===== src/rtl/eth_hdr_parser_vlan.sv =====
// eth_hdr_parser_vlan: AXI-Stream pass-through Ethernet/802.1Q header parser with runt detection and saturating stats
//   clk, rst_n                       : clock, asynchronous active-low reset
//   s_t*  / m_t*                     : input stream and zero-latency pass-through output stream
//   hdr_valid/hdr_ready, hdr_*       : registered parsed header side channel
//   stat_clr, stat_frames/runts/vlan : synchronous clear and saturating counters
module eth_hdr_parser_vlan #(
  parameter int DATA_WIDTH = 64,
  parameter int VLAN_EN    = 1,
  parameter int CNT_WIDTH  = 32
) (
  input  logic                    clk,
  input  logic                    rst_n,
  input  logic                    s_tvalid,
  input  logic [DATA_WIDTH-1:0]   s_tdata,
  input  logic [DATA_WIDTH/8-1:0] s_tkeep,
  input  logic                    s_tlast,
  output logic                    s_tready,
  output logic                    m_tvalid,
  output logic [DATA_WIDTH-1:0]   m_tdata,
  output logic [DATA_WIDTH/8-1:0] m_tkeep,
  output logic                    m_tlast,
  input  logic                    m_tready,
  output logic                    hdr_valid,
  input  logic                    hdr_ready,
  output logic [47:0]             hdr_dst_mac,
  output logic [47:0]             hdr_src_mac,
  output logic [15:0]             hdr_eth_type,
  output logic                    hdr_vlan_present,
  output logic [15:0]             hdr_vlan_tci,
  output logic                    hdr_runt,
  input  logic                    stat_clr,
  output logic [CNT_WIDTH-1:0]    stat_frames,
  output logic [CNT_WIDTH-1:0]    stat_runts,
  output logic [CNT_WIDTH-1:0]    stat_vlan
);
  localparam int NB = DATA_WIDTH / 8;
  typedef enum logic {HDR, PAYLOAD} state_t;
  state_t       state_q;
  logic [4:0]   offset_q, offset_d;
  logic [143:0] cap_q, cap_d;
  logic [5:0]   sum;
  logic         stall, accept, hdr_acc, vlan_d, complete_d, runt_d, set_d;
  // Hold the first beat of a frame until the previous header has been taken.
  assign stall    = (state_q == HDR) && (offset_q == 5'd0) && hdr_valid && !hdr_ready;
  assign s_tready = m_tready && !stall;
  assign m_tvalid = s_tvalid && !stall;
  assign m_tdata  = s_tdata;
  assign m_tkeep  = s_tkeep;
  assign m_tlast  = s_tlast;
  assign accept   = s_tvalid && s_tready;
  assign hdr_acc  = accept && (state_q == HDR);
  // Header bytes 0..17 live in cap, byte j at [143-8j -: 8]; a new frame starts from all-zero.
  always_comb begin
    cap_d = (offset_q == 5'd0) ? '0 : cap_q;
    sum   = {1'b0, offset_q};
    for (int i = 0; i < NB; i++) begin
      sum = sum + {5'd0, s_tkeep[i]};
      for (int j = 0; j < 18; j++)
        if (s_tkeep[i] && (int'(offset_q) + i == j)) cap_d[143-8*j -: 8] = s_tdata[8*i +: 8];
    end
    offset_d   = (sum > 6'd18) ? 5'd18 : sum[4:0];
    vlan_d     = (VLAN_EN != 0) && (offset_d >= 5'd14) && (cap_d[47:32] == 16'h8100);
    complete_d = hdr_acc && (vlan_d ? (offset_d == 5'd18) : (offset_d >= 5'd14));
    runt_d     = hdr_acc && s_tlast && !complete_d;
    set_d      = complete_d || runt_d;
  end
  always_ff @(posedge clk or negedge rst_n) begin
    if (!rst_n) begin
      state_q          <= HDR;
      offset_q         <= '0;
      cap_q            <= '0;
      hdr_valid        <= 1'b0;
      hdr_dst_mac      <= '0;
      hdr_src_mac      <= '0;
      hdr_eth_type     <= '0;
      hdr_vlan_present <= 1'b0;
      hdr_vlan_tci     <= '0;
      hdr_runt         <= 1'b0;
      stat_frames      <= '0;
      stat_runts       <= '0;
      stat_vlan        <= '0;
    end else begin
      if (hdr_acc) begin
        cap_q    <= cap_d;
        offset_q <= set_d ? 5'd0 : offset_d;
        state_q  <= (complete_d && !s_tlast) ? PAYLOAD : HDR;
      end else if (accept && s_tlast) begin
        state_q  <= HDR;
      end
      if (set_d) begin
        hdr_dst_mac      <= cap_d[143:96];
        hdr_src_mac      <= cap_d[95:48];
        hdr_eth_type     <= vlan_d ? cap_d[15:0] : cap_d[47:32];
        hdr_vlan_present <= vlan_d;
        hdr_vlan_tci     <= vlan_d ? cap_d[31:16] : 16'h0;
        hdr_runt         <= runt_d;
      end
      hdr_valid   <= set_d || (hdr_valid && !hdr_ready);
      stat_frames <= stat_clr ? '0 : stat_frames + {{(CNT_WIDTH-1){1'b0}}, set_d && !(&stat_frames)};
      stat_runts  <= stat_clr ? '0 : stat_runts + {{(CNT_WIDTH-1){1'b0}}, runt_d && !(&stat_runts)};
      stat_vlan   <= stat_clr ? '0 : stat_vlan + {{(CNT_WIDTH-1){1'b0}}, set_d && vlan_d && !(&stat_vlan)};
    end
  end
endmodule


===== config.mk =====
export PLATFORM = sky130hd
export DESIGN_NAME = eth_hdr_parser_vlan
export DESIGN_NICKNAME = d
export VERILOG_FILES = /design/src/rtl/eth_hdr_parser_vlan.sv
export SDC_FILE = /design/constraint.sdc
export NUM_CORES = 2
export LEC_CHECK = 0
export BUFFER_PORTS_ARGS = -buffer_cell sky130_fd_sc_hd__buf_2
export CAP_MARGIN = 10
export CELL_PAD_IN_SITES_DETAIL_PLACEMENT = 0
export CELL_PAD_IN_SITES_GLOBAL_PLACEMENT = 1
export CORE_ASPECT_RATIO = 1.1
export CORE_MARGIN = 1
export CORE_UTILIZATION = 45
export CTS_BUF_LIST = sky130_fd_sc_hd__clkbuf_2 sky130_fd_sc_hd__clkbuf_4 sky130_fd_sc_hd__clkbuf_8
export CTS_CLUSTER_SIZE = 24
export DETAILED_ROUTE_END_ITERATION = 7
export HOLD_SLACK_MARGIN = 0.12
export PLACE_DENSITY_LB_ADDON = 0.1
export SETUP_SLACK_MARGIN = 0.3
export SKIP_LAST_GASP = 1
export SLEW_MARGIN = 5
export SYNTH_ARGS = -nofsm -noshare
export SYNTH_HDL_FRONTEND = slang
export SYNTH_SLANG_ARGS = --single-unit

===== constraint.sdc =====
create_clock -name clk -period 7.05 [get_ports clk]
set_input_delay 1.41 -clock clk [delete_from_list [all_inputs] [get_ports clk]]
set_output_delay 1.41 -clock clk [all_outputs]
set_load 0.02 [all_outputs]

==> results_dict.tcl <==
set metrics [dict create \
    synth_edf_count 0 \
    cp-start-kind "input pin" \
    synthArstFlopShare_pct 100 \
    initial_core_util_pct 45.5 \
    rsz0062_at_grt "true" \
    synth.top_cell.area_share_pct 34.7 \
    finalPower_w 0.0122 \
    finalCriticalPeriod_ns 6.60 \
    critPathCaptureType "register" \
    skew_ns 0.0558 \
    violations "design-rule violations" \
    fp.dieH_um 260 \
    ir_drop_mv 0.210 \
    postRouteAntennaNets 0 \
    synth-main-ff-cell "dfrtp_1" \
    finalNetCount 3785 \
    relSlewSlack_pct 15.2 \
    antenna_found_initial 9 \
    htreeDepth 3 \
    drc_errors 2 \
    critPathKind "input pin to register" \
    cts.sinks 377 \
    required_ns 7.58 \
    worst_pin_slew_ns 1.26 \
    first_pass_iters 8 \
    synthTopCellsByArea "dfrtp_1 (35%), nand2_1 (6.7%), nor2_1 (5.1%), o21ai_0 (4.1%), a21oi_1 (3.7%)" \
    hold_viol 0 \
    drv_slew 0 \
    fmax_ghz 0.152 \
    grt_pass1_wl_um 210000 \
    mostFrequentLayoutCells "nand2_1 (481), buf_2 (379), dfrtp_1 (377)" \
    grt_pass1_vias 29600 \
    synth-seq-cells 377 \
    clockBufferDepth 3 \
    areaGrowthSynthToFinish_pct 15.1 \
    grt_usage_pct 47.1 \
    dp_cells 4378 \
    io_pins 381 \
    viasPerCell 7.02 \
    crit_slowest_cell "fa_1" \
    synth.avg_cell_area_um2 7.88 \
    clock_latency_ns 0.72 \
    slowest_delay_ns 0.55 \
    holdCritPathClass "register to register" \
    synth_cells 3447 \
    gr-total-overflow 0 \
    leakagePower_nw 14.2 \
    ys_types 94 \
    wl_per_cell_um 32.9 \
    setup_violations 0 \
    dp_slack_ns -0.305 \
    num_rows 94 \
    final.period_utilization_pct 93.6 \
    port_buffers 380 \
    fin_ws_ns 0.454 \
    fin_hold_ws_ns 0.477 \
    powerDensity_mw_per_mm2 390 \
    instances_no_fill 4506 \
    dr.first_iter.drc_count 4847 \
    arrival_ns 7.13 \
    yosys.area.top_type "dfrtp_1" \
    cts.clk_slew.worst_paths_ns 0.06 \
    ys_warn_count 0 \
    ys_seq_area_share_pct 34.7 \
    cts_tree "done" \
    worst-path-max-fanout 5 \
    drv_cap 0 \
    vias 31700 \
    grt_start_max_net_pins 129 \
    dieWidth_um 236 \
    place.gp.congestion 1.10 \
    finalWirelength_um 148000 \
    core_area_mm2 0.0597 \
    mostFrequentLayoutCell "nand2_1" \
    status "finished with violations" \
    syn_nets 3549 \
    worst-path-buf-inv 3 \
    cts_made_buffers 66 \
    dpl.hpwl_um 99100 \
    cts_root_buf "clkbuf_8" \
    dieArea_mm2 0.0613 \
    drive_above_1_share_pct 21.1 \
    crit_family "adder cells" \
    synth_area_mm2 0.0272 \
]
==> path summary, 6_finish.rpt <==
check	startpoint	to	slack, ns	depth (start not counted)
worst min-delay path	cap_q[22]	cap_q[22]	0.48	2
worst min register to register	cap_q[22]	cap_q[22]	0.48	2
worst max register to register	offset_q[2]	stat_vlan[26]	0.71	22
min in group asynchronous	rst_n	hdr_eth_type[3]	0.74	1
max in group asynchronous	rst_n	hdr_dst_mac[21]	4.70	2
worst max-delay path	s_tkeep[0]	stat_runts[30]	0.45	28
==> report_power, final <==
group | switching [W] | total [W] | internal, W | leakage (nW)
clock | 0.00104 | 0.00225 | 0.00120 | 0.743
combinational | 0.00452 | 0.00684 | 0.00232 | 8.43
sequential | 0.000351 | 0.00311 | 0.00276 | 5.02
==> per-layer routing <==
metal	vias up	GRT usage (%)	share of wire, %
li1	13200	-	-
met5	-	0.311	0.061
met3	820	15.7	14
met1	15100	58.6	37
met2	2491	68.4	41
met4	12	33.6	8.6
==> cell usage after synthesis, drive strengths merged, types with 43 or more instances <==
cell type    n
nand2      485
nand3      120
nand4       51
o221ai      68
clkbuf     248
a211oi      98
o211ai      92
nor2       369
o22ai       87
nor3        58
xor2        65
a22oi       93
dfrtp      377
buf        146
o2bb2ai     72
a21oi      201
inv         43
o21ai      227
==> flip-flops by register name, summed over array words and instances, names as in the netlist <==
signal and flops:
cap_q 144, hdr_dst_mac 48, hdr_eth_type 16, hdr_runt 1, hdr_src_mac 48, hdr_valid 1
hdr_vlan_present 1, hdr_vlan_tci 16, offset_q 5, stat_frames 32, stat_runts 32, stat_vlan 32
state_q 1
==> through the flow <==
stage | TNS [ns] | util, % | instance area, um2
6_report | 0 | 52.3 | 31300
3_3_place_gp | -1.57 | 49.8 | 29800
3_5_place_dp | -3.91 | 49.8 | 29800
4_1_cts | 0 | 52.2 | 31200
5_1_grt | 0 | 52.3 | 31300
2_1_floorplan | 0 | - | 27300
==> kinds of logic after synthesis <==
kind of cell               after synthesis  share of synthesized area (%)
and+or+nand+nor                       1260                           21.0
AOI/OAI and AO/OA                     1222                           31.3
buffers and inverters                  439                           7.40
DFF                                    377                           34.7
xor gates and xnor gates                89                           2.90
muxes                                   37                           1.44
adders and majority gates               23                           1.20
==> final cells by class <==
class,count,area [um2]
Inverter,45,169
Clock inverter,18,201
Fill cell,5812,28500
Clock buffer,97,1220
Sequential cell,377,9430
Timing Repair Buffer,562,3320
Multi-Input combinational cell,2631,16000
Tap cell,768,961
Antenna cell,8,20.0
==> tightest hold or removal path, cell delays in order (launching register included) <==
cell and delay (ns):
dfrtp_1 0.34, nand2_1 0.05, nand2_1 0.05
==> timing repair <==
item / in CTS / in global routing
setup endpoints to repair: 0 / 28
gates resized for setup: 0 / 11
buffers inserted: 0 / 5
hold buffers: 0 / 0
Note: power is estimated with default switching activity, not from simulation.
